### src/rtl/square_wave_detector.sv
// Purpose: measures the half-period of an asynchronous square wave and recovers the
//          generator's frequency code (toggle every code+1 clocks), with lock and loss-of-signal.
// Latency: outputs update SYNC_STAGES clocks after square_in is first sampled at a new level.
// Backpressure: none; free-running, one-cycle code_valid pulse per measured edge.
// Ports:
//   clk, reset_n       - clock and asynchronous active-low reset
//   square_in          - square wave input, asynchronous to clk
//   freq_code          - last measured code (clocks between toggles minus 1)
//   code_valid         - one-cycle pulse when freq_code is refreshed by a measurement
//   locked             - high while the last LOCK_COUNT measurements agree
//   no_signal          - high when no toggle has been seen since reset or last timeout
module square_wave_detector #(
    parameter int WIDTH       = 8,
    parameter int LOCK_COUNT  = 3,
    parameter int SYNC_STAGES = 2
) (
    input  logic             clk,
    input  logic             reset_n,
    input  logic             square_in,
    output logic [WIDTH-1:0] freq_code,
    output logic             code_valid,
    output logic             locked,
    output logic             no_signal
);

    localparam int MW = (LOCK_COUNT > 1) ? $clog2(LOCK_COUNT) : 1;
    localparam logic [WIDTH-1:0] CNT_MAX    = '1;
    localparam logic [MW-1:0]    MATCH_LAST = MW'(LOCK_COUNT - 1);

    typedef enum logic [1:0] {
        ARM   = 2'd0,
        TRACK = 2'd1,
        LOCK  = 2'd2
    } state_t;

    logic [SYNC_STAGES-1:0] sync_q;
    logic                   hist_q;
    logic                   edge_det;

    logic [WIDTH-1:0] cnt_q, cnt_d;
    state_t           state_q, state_d;
    logic [MW-1:0]    match_q, match_d, match_inc;
    logic             meas_q, meas_d;     // a measurement has been taken since leaving ARM
    logic [WIDTH-1:0] freq_q, freq_d;
    logic             valid_q, valid_d;
    logic             locked_q, locked_d;
    logic             nosig_q, nosig_d;

    // Synchronizer plus history flop; both polarities of transition count as an edge.
    always_ff @(posedge clk or negedge reset_n) begin
        if (!reset_n) begin
            sync_q <= '0;
            hist_q <= 1'b0;
        end else begin
            sync_q <= {sync_q[SYNC_STAGES-2:0], square_in};
            hist_q <= sync_q[SYNC_STAGES-1];
        end
    end

    assign edge_det = sync_q[SYNC_STAGES-1] ^ hist_q;

    // Interval counter: restarts on every edge, so at an edge it holds interval-1.
    always_comb begin
        cnt_d = cnt_q;
        if (edge_det) begin
            cnt_d = '0;
        end else if (cnt_q != CNT_MAX) begin
            cnt_d = cnt_q + WIDTH'(1);
        end
    end

    always_comb begin
        state_d   = state_q;
        match_d   = match_q;
        meas_d    = meas_q;
        freq_d    = freq_q;
        valid_d   = 1'b0;
        locked_d  = locked_q;
        nosig_d   = nosig_q;
        match_inc = match_q + MW'(1);

        case (state_q)
            ARM: begin
                // First edge only opens the timing window.
                if (edge_det) begin
                    state_d = TRACK;
                    match_d = '0;
                    meas_d  = 1'b0;
                    nosig_d = 1'b0;
                end
            end
            TRACK: begin
                if (edge_det) begin
                    freq_d  = cnt_q;
                    valid_d = 1'b1;
                    meas_d  = 1'b1;
                    // freq_q is only a real measurement once meas_q is set.
                    if (meas_q && (cnt_q == freq_q)) begin
                        match_d = match_inc;
                        if (match_inc == MATCH_LAST) begin
                            state_d  = LOCK;
                            locked_d = 1'b1;
                        end
                    end else begin
                        match_d = '0;
                    end
                end else if (cnt_q == CNT_MAX) begin
                    state_d  = ARM;
                    nosig_d  = 1'b1;
                    locked_d = 1'b0;
                    freq_d   = '0;
                    match_d  = '0;
                end
            end
            LOCK: begin
                if (edge_det) begin
                    valid_d = 1'b1;
                    if (cnt_q != freq_q) begin
                        freq_d   = cnt_q;
                        locked_d = 1'b0;
                        match_d  = '0;
                        state_d  = TRACK;
                    end
                end else if (cnt_q == CNT_MAX) begin
                    state_d  = ARM;
                    nosig_d  = 1'b1;
                    locked_d = 1'b0;
                    freq_d   = '0;
                    match_d  = '0;
                end
            end
            default: begin
                state_d = ARM;
            end
        endcase
    end

    always_ff @(posedge clk or negedge reset_n) begin
        if (!reset_n) begin
            cnt_q    <= '0;
            state_q  <= ARM;
            match_q  <= '0;
            meas_q   <= 1'b0;
            freq_q   <= '0;
            valid_q  <= 1'b0;
            locked_q <= 1'b0;
            nosig_q  <= 1'b1;
        end else begin
            cnt_q    <= cnt_d;
            state_q  <= state_d;
            match_q  <= match_d;
            meas_q   <= meas_d;
            freq_q   <= freq_d;
            valid_q  <= valid_d;
            locked_q <= locked_d;
            nosig_q  <= nosig_d;
        end
    end

    assign freq_code  = freq_q;
    assign code_valid = valid_q;
    assign locked     = locked_q;
    assign no_signal  = nosig_q;

endmodule

### config.mk
export PLATFORM = sky130hd
export DESIGN_NAME = square_wave_detector
export DESIGN_NICKNAME = d
export VERILOG_FILES = /design/src/rtl/square_wave_detector.sv
export SDC_FILE = /design/constraint.sdc
export NUM_CORES = 1
export LEC_CHECK = 0
export BUFFER_PORTS_ARGS = -buffer_cell sky130_fd_sc_hd__buf_2
export CORE_MARGIN = 5
export CORE_UTILIZATION = 45
export CTS_CLUSTER_SIZE = 24
export DETAILED_ROUTE_END_ITERATION = 10
export GPL_TIMING_DRIVEN = 0
export PLACE_DENSITY = 0.66
export SYNTH_ARGS = -nofsm -noshare
export SYNTH_HDL_FRONTEND = slang
export SYNTH_SLANG_ARGS = --single-unit
### constraint.sdc
create_clock -name clk -period 5.9 [get_ports clk]
set_input_delay 0.59 -clock clk [delete_from_list [all_inputs] [get_ports clk]]
set_output_delay 0.59 -clock clk [all_outputs]
set_load 0.02 [all_outputs]
==> results of run 1 <==
==> worst min-delay path by stage <==
stage,endpoint,depth (start not counted),from
3_3_place_gp,sync_q[1],0,sync_q[0]
2_1_floorplan,cnt_q[0],0,reset_n
3_5_place_dp,sync_q[1],0,sync_q[0]
5_1_grt,freq_code[2],1,reset_n
6_report,cnt_q[4],1,reset_n
4_1_cts,freq_code[4],1,reset_n
==> cells by family after synthesis <==
group / Yosys count / share of synthesized area, %
XOR/XNOR: 13 / 8.65
AND/OR/NAND/NOR: 36 / 14.2
adder cells (fa/ha/maj): 6 / 5.04
AO/OA/AOI/OAI: 40 / 20.7
buffers and inverters: 12 / 4.03
flip-flops: 27 / 45.4
multiplexers: 3 / 2.02
==> per-stage QoR <==
stage               util, %  power [W]
CTS                    52.9   0.000619
floorplan                 -   0.000454
finish                 52.9   0.000615
detailed placement     51.9   0.000528
global placement       51.9   0.000519
global route           52.9   0.000666
==> metal layers <==
layer / GRT usage (%) / vias up / share of wire (%)
met2: 23.0 / 26 / 46
met4: 4.56 / 0 / 0.93
li1: - / 538 / -
met1: 21.6 / 558 / 48
met5: 0 / - / 0
met3: 2.16 / 4 / 5.0
==> cell type report <==
class	instances	share of cell area [%]
Tap cell	44	3.35
Clock buffer	3	1.37
Inverter	8	1.83
Timing Repair Buffer	13	3.96
Multi-Input combinational cell	98	45.9
Clock inverter	1	0.534
Buffer	4	1.83
Sequential cell	27	41.2
==> worst register-to-register path: cells and delay by family, from the launching register on <==
family,cells,cell delay (ps)
xor gates and xnor gates,1,190
and+or+nand+nor,1,490
DFF,1,410
buffers and inverters,1,140
AOI/OAI and AO/OA,3,890
==> power breakdown <==
| part | internal, W | switching (W) | total, W |
|---|---|---|---|
| combinational | 0.000102 | 0.000182 | 0.000285 |
| clock | 0.0000277 | 0.0000611 | 0.0000888 |
| sequential | 0.000215 | 0.0000264 | 0.000241 |
==> sequential cells by signal (all words and copies together), names as in the netlist <==
register / count
hist_q: 1
freq_code: 8
no_signal: 1
match_q: 2
cnt_q: 8
code_valid: 1
sync_q: 2
locked: 1
state_q: 2
meas_q: 1
==> cell usage in the layout, fill, tap and decap left out, drive strengths merged, types with 2 or more instances in the layout <==
cell type   n
dfrtp      26
buf        15
nand2      11
o21ai      11
xor2       11
inv         9
nor2        8
a22o        8
ha          6
clkbuf      5
a21oi       4
a31oi       4
nand4       3
nand3       3
mux2i       3
nor4        3
xnor2       2
o221ai      2
nor3        2
o311ai      2
==> results.txt, run 1 <==
- Port Buffer Count: 13
- The worst register-to-register path begins at cnt_q[2].
- The initial utilization of the core area, before any placement, comes to 48.0%.
- Cells with a size suffix above 1 make up 18.2% of the layout.
* Startpoint kind of the worst setup timing path: flip-flop
- Top cell type by total area after synthesis: sky130_fd_sc_hd__dfrtp_1
* Post-synthesis cell type count: 41
- Critical path data required time: 6190 ps
- Deepest clock path buffer count: 2
- In this run, post-CTS repair resized a total of 0 instances.
- Dominant cell by count in the synthesized netlist: sky130_fd_sc_hd__dfrtp_1
- Post-route cell area: 1640 sq um
* Fmax achieved: 462 MHz
* Number of instances in the placed design: 194
- Layout area overhead: 10.2%
* Post-DP HPWL: 2130 microns
* Post-route antenna net violation count: 0
- Synth Register Bits: 27
* R2r endpoint: freq_code[1]
* Final WL: 2890 microns
* Leading cell types by total area after synthesis: sky130_fd_sc_hd__dfrtp_1 (44%), sky130_fd_sc_hd__xor2_1 (5.3%), sky130_fd_sc_hd__ha_1 (5.0%), sky130_fd_sc_hd__a22o_1 (4.7%), sky130_fd_sc_hd__o21ai_0 (3.7%)
* Synth Net Count: 146
- Dividing total power by cell area gives a power density of 374 nW/um^2.
- Setup violations remaining at the end of the flow were counted as 0.
- After layout, the worst setup slack is 3740 ps.
- First-pass GRT wire length: 5180 microns
* Slew Limit Fails: 0
* Ant. Diodes: 0
- First-iteration detailed-routing DRC count: 68
* Critical path endpoint: freq_code[1]
* Final global-route overflow total: 0
* Number of clock buffers inserted by TritonCTS: 3
* Maximum cell stage delay along the critical path: 490 ps
- Critical path's slowest cell: sky130_fd_sc_hd__nor4_4
* Largest delay share family, worst path: compound AO/OA/AOI/OAI gates
* Aggregate global-route resource usage: 14.9%
* Worst setup path category: reg -> reg
- Summing the sequential cell areas from Yosys gives 45.4% of the chip area.
* Final period utilization: 36.7%
* Crit path capture type: flip-flop
* CTS sink cnt: 27
- TritonCTS built the clock tree.
- Number of top-level design ports: 14
- Cell Chain, Critical Path: buf_6, xor2_2, nor4_4, a31oi_2, a21oi_4, a22o_1
- Die width: 67.5 microns
- Maximum number of pins on one net before global-route repair: 28
- Pre-CTS setup slack: 3760 ps
* Average detailed-routed wire length per instance: 14.6 microns
- The synthesized design devotes to its leading area cell type 43.7% of total area.
- Counting both buffers and inverters, the worst setup path holds a total of 1.
- Total negative setup slack: 0 ps
- The placed instances occupy a cell area of 1610 sq um.
- Number of instances in the synthesized netlist: 137
- In this run the number of H-tree levels came out at 1.
* Via count of the first global-routing pass: 1,083
- Worst hold slack after final layout: 226 ps
- Total core area: 3100 sq um
- Std cell rows: 20
* GPL Wtd Cong: 0.891
* Via density: 5.69
- Clock Skew: 4.68 ps
- Most numerous cell types in the synthesized netlist: sky130_fd_sc_hd__dfrtp_1 (26), sky130_fd_sc_hd__nand2_1 (11), sky130_fd_sc_hd__o21ai_0 (11)
- Before antenna repair, the detailed router went through 4 iterations.
- Unrepaired setup endpoints after global routing: no
- Number of cells on the critical path: 6
* Setup slack of the most critical reg-to-reg path: 3740 ps
- Post-synthesis instance area: 1490 sq um
- The worst-case IR drop observed on VDD is 0.150 mV.
- Count of nets after finishing: 164
- After synthesis, the share of flip-flops with an asynchronous set or reset is 100%.
- Minimum clock period: 2160 ps
- At the pin with the least slew margin, the transition time is 777 ps.
- Leaving out filler cells and counting taps, the final layout contains 198.
* Most used flip-flop cell after synthesis: sky130_fd_sc_hd__dfrtp_1
- The number of hold buffers added after CTS was 0.
- The floorplan step defined a die boundary enclosing 4560 sq um.
- For the worst flop-to-flop path, the logic depth is 6.
- Summed over all cells, the static leakage comes to 0.796 nW.
* Insertion delay of the later-clocked pin in the worst-skew pair: 340 ps
- Counting flops with a built-in enable in the synthesized netlist gives 0.
- Clock Root Buffer: sky130_fd_sc_hd__clkbuf_4
- Max-cap violations in this run came to 0.
- Along the worst path, the maximum fanout reaches 9.
* Number of antenna violations at the first check in global routing: 0
- Critical Path Source: cnt_q[2]
- Dividing the synthesized area by the synthesized cell count gives 10.9 sq um.
- Registers take 677 sq um.
* Number of buffers added for setup after CTS: 0
* Number of hold-slack violations in the final timing report: 0
- Remaining routing DRC violations: 0
* Total area of multi-input combinational cells: 753 sq um
- Measured along the y axis, the die boundary spans 67.5 microns.
- Yosys printed 0 warnings.
- For this block, the via count after detailed routing is 1,126.
- Count of filler cells inserted in the layout: 297
* Worst hold path class: in -> async
* Clock transition time at the flip-flop clock pins of the worst setup and hold paths: 160 ps
* Result of the run: finished clean
- Slew HR: 47.8%
* Critical Path AT: 2450 ps
(Power assumes the default switching activity.)
==> inputs of run 2 (changes only) <==
Clock period 5.9 ns to 2.2 ns, I/O delays scaled along.
==> results.txt, run 2 (same netlist as run 1, synthesis figures left out) <==
- Overall die area: 4560 sq um
* Number of hold-slack violations in the final timing report: 0
* Std cell rows: 20
- In the routed design, unresolved DRC markers number 0.
- Slew HR: 47.8%
* Leakage power summed over all cells: 0.818 nW
- Final WL: 2940 microns
* Post-route antenna net violation count: 0
- The net count of the finished layout is 168.
- Total of max-cap violations: 0
- Sequential cells account for 38.1% of the total power.
- The worst setup path is launched from a flip-flop.
- Power density relative to cell area: 1010 nW/um^2
- Number of instances in the placed design: 194
- GPL Wtd Cong: 0.891
* Result of the run: finished clean
* CTS tree: yes
- Initial cell density of the core: 48.0%
* First-iteration detailed-routing DRC count: 64
- Deepest clock path buffer count: 2
* Worst-margin pin slew: 778 ps
* NetSw: 0.000743 W
* Die Height: 67.5 microns
* Final period utilization: 89.4%
* Via density: 5.53
- The slowest stage of the critical path is the sky130_fd_sc_hd__or4b_1 cell.
- Clock power share: 14.3%
- Number of clock buffers inserted by TritonCTS: 3
* Port Buffer Count: 13
* Ant. Diodes: 0
- Layout area overhead: 13.4%
- Insertion delay of the later-clocked pin in the worst-skew pair: 350 ps
* Aggregate global-route resource usage: 15.0%
- Cell area after placement: 1610 sq um
- First-pass GRT wire length: 5190 microns
* Max H-tree Level: 1
- Post-DP HPWL: 2130 microns
* Post-route cell area: 1690 sq um
- The library cells used most frequently in the layout, excluding fill and tap cells, are sky130_fd_sc_hd__dfrtp_1 (25), sky130_fd_sc_hd__buf_2 (13), sky130_fd_sc_hd__nand2_1 (11), sky130_fd_sc_hd__o21ai_0 (11), sky130_fd_sc_hd__xor2_1 (9).
- Maximum number of pins on one net before global-route repair: 28
- Grouping stages by cell kind, the critical path spends the most delay in simple AND/OR/NAND/NOR gates.
* Clock Root Buffer: sky130_fd_sc_hd__clkbuf_4
* Total core area: 3100 sq um
* Unrepaired setup endpoints after global routing: no
- From left edge to right edge, the die measures 67.5 microns.
- The detailed router placed 1,117 vias in this run.
- The first detailed-routing pass took 4 iterations.
- The clock period could shrink to 1970 ps.
- Share of power burned in combinational logic: 47.6%
- Worst-path fanout max: 6
* Number of cells in the finished layout apart from fillers: 202
- Worst ir drop on vdd: 0.408 mV
- The path class of the tightest hold or removal check is in -> async.
- Via count of the first global-routing pass: 1,086
- Fmax achieved: 508 MHz
* Number of buffer and inverter instances along the worst setup path: 1
- Total negative setup slack: 0 ps
- Critical Path AT: 2220 ps
* Critical path data required time: 2460 ps
- Average detailed-routed wire length per instance: 14.6 microns
- Counting the fill cells in the layout gives 292.
* Clock Skew: 7.96 ps
* Number of top-level design ports: 14
* Fraction of final layout cells sized beyond drive strength 1: 20.9%
* Internal power summed over all cells: 0.000955 W
- The worst setup path is of the reg -> reg kind.
- CTS saw 27 sinks.
- Most common library cell in the layout ignoring fill and taps: sky130_fd_sc_hd__dfrtp_1
- In this design, the stage delay of the slowest critical-path cell is 490 ps.
- Setup violations remaining at the end of the flow were counted as 0.
- Final global-route overflow total: 0
- The initial antenna violation count is 0.
- Cell Chain, Critical Path: xor2_1, nor4_4, buf_4, a41oi_2, or4b_1, o311ai_1
- The worst setup path is captured at a flip-flop.
- Clock transition time at the flip-flop clock pins of the worst setup and hold paths: 170 ps
* Slew Limit Fails: 0
- Switching portion of total power: 43.8%
==> run 2: changes by cell type in the layout (fill, tap and decap cells not counted), sizes merged <==
cell	change
buf	+2
dlygate4sd3	+2
==> run 2: final timing paths <==
check,start,endpoint,slack (ps),depth (start not counted)
max in group asynchronous,reset_n,cnt_q[0],1410,2
worst min register to register,sync_q[0],sync_q[1],380,0
worst max-delay path,cnt_q[6],state_q[1],230,6
worst max register to register,cnt_q[6],state_q[1],230,6
worst min-delay path,reset_n,cnt_q[4],380,2
min in group clk,sync_q[0],sync_q[1],380,0
==> run 2: area by class of cell <==
| class | instances | area (sq um) | area share, % |
|---|---|---|---|
| Buffer | 4 | 32.5 | 1.93 |
| Clock buffer | 3 | 22.5 | 1.33 |
| Clock inverter | 1 | 8.76 | 0.519 |
| Inverter | 8 | 30.0 | 1.78 |
| Multi-Input combinational cell | 98 | 762 | 45.1 |
| Sequential cell | 27 | 678 | 40.1 |
| Tap cell | 44 | 55.1 | 3.26 |
| Timing Repair Buffer | 17 | 100 | 5.93 |
==> run 2: power groups by stage <==
| stage | registers [W] | clock network, W | logic [W] |
|---|---|---|---|
| floorplan | 0.000691 | 0 | 0.000528 |
| global placement | 0.000652 | 0 | 0.000741 |
| detailed placement | 0.000656 | 0 | 0.000760 |
| CTS | 0.000647 | 0.000247 | 0.000769 |
| global route | 0.000658 | 0.000265 | 0.000907 |
| finish | 0.000647 | 0.000243 | 0.000809 |
==> run 2: worst reg2reg max path, cell delays in order, from the launching register on <==
cell                       delay (ps)
sky130_fd_sc_hd__dfrtp_1          470
sky130_fd_sc_hd__xor2_1           210
sky130_fd_sc_hd__nor4_4           270
sky130_fd_sc_hd__buf_4            200
sky130_fd_sc_hd__a41oi_2          150
sky130_fd_sc_hd__or4b_1           490
sky130_fd_sc_hd__o311ai_1         100
==> run 2: routing by layer <==
metal  vias to the layer above  share of wire, %  GRT usage (%)
li1                        545                 -              -
met1                       548                50           21.7
met2                        19                45           23.0
met3                         5               3.7           2.16
met4                         0               1.5           4.56
met5                         -                 0              0
==> run 2: metrics by stage <==
stage | hold WS, ps | total power [W] | setup WS (ps) | utilization (%)
floorplan | -75.6 | 0.00122 | 302 | -
global placement | 261 | 0.00139 | 112 | 51.9
detailed placement | 262 | 0.00142 | 64.9 | 51.9
CTS | 378 | 0.00166 | 19.5 | 53.5
global route | 402 | 0.00183 | 10.5 | 54.4
finish | 376 | 0.00170 | 233 | 54.4
==> run 2: timing repair <==
| item | CTS | global route |
|---|---|---|
| hold endpoints to repair | 27 | 0 |
| setup endpoints to repair | 0 | 11 |
| buffers inserted | 0 | 2 |
| hold buffers | 2 | 0 |
| gates resized for setup | 0 | 6 |
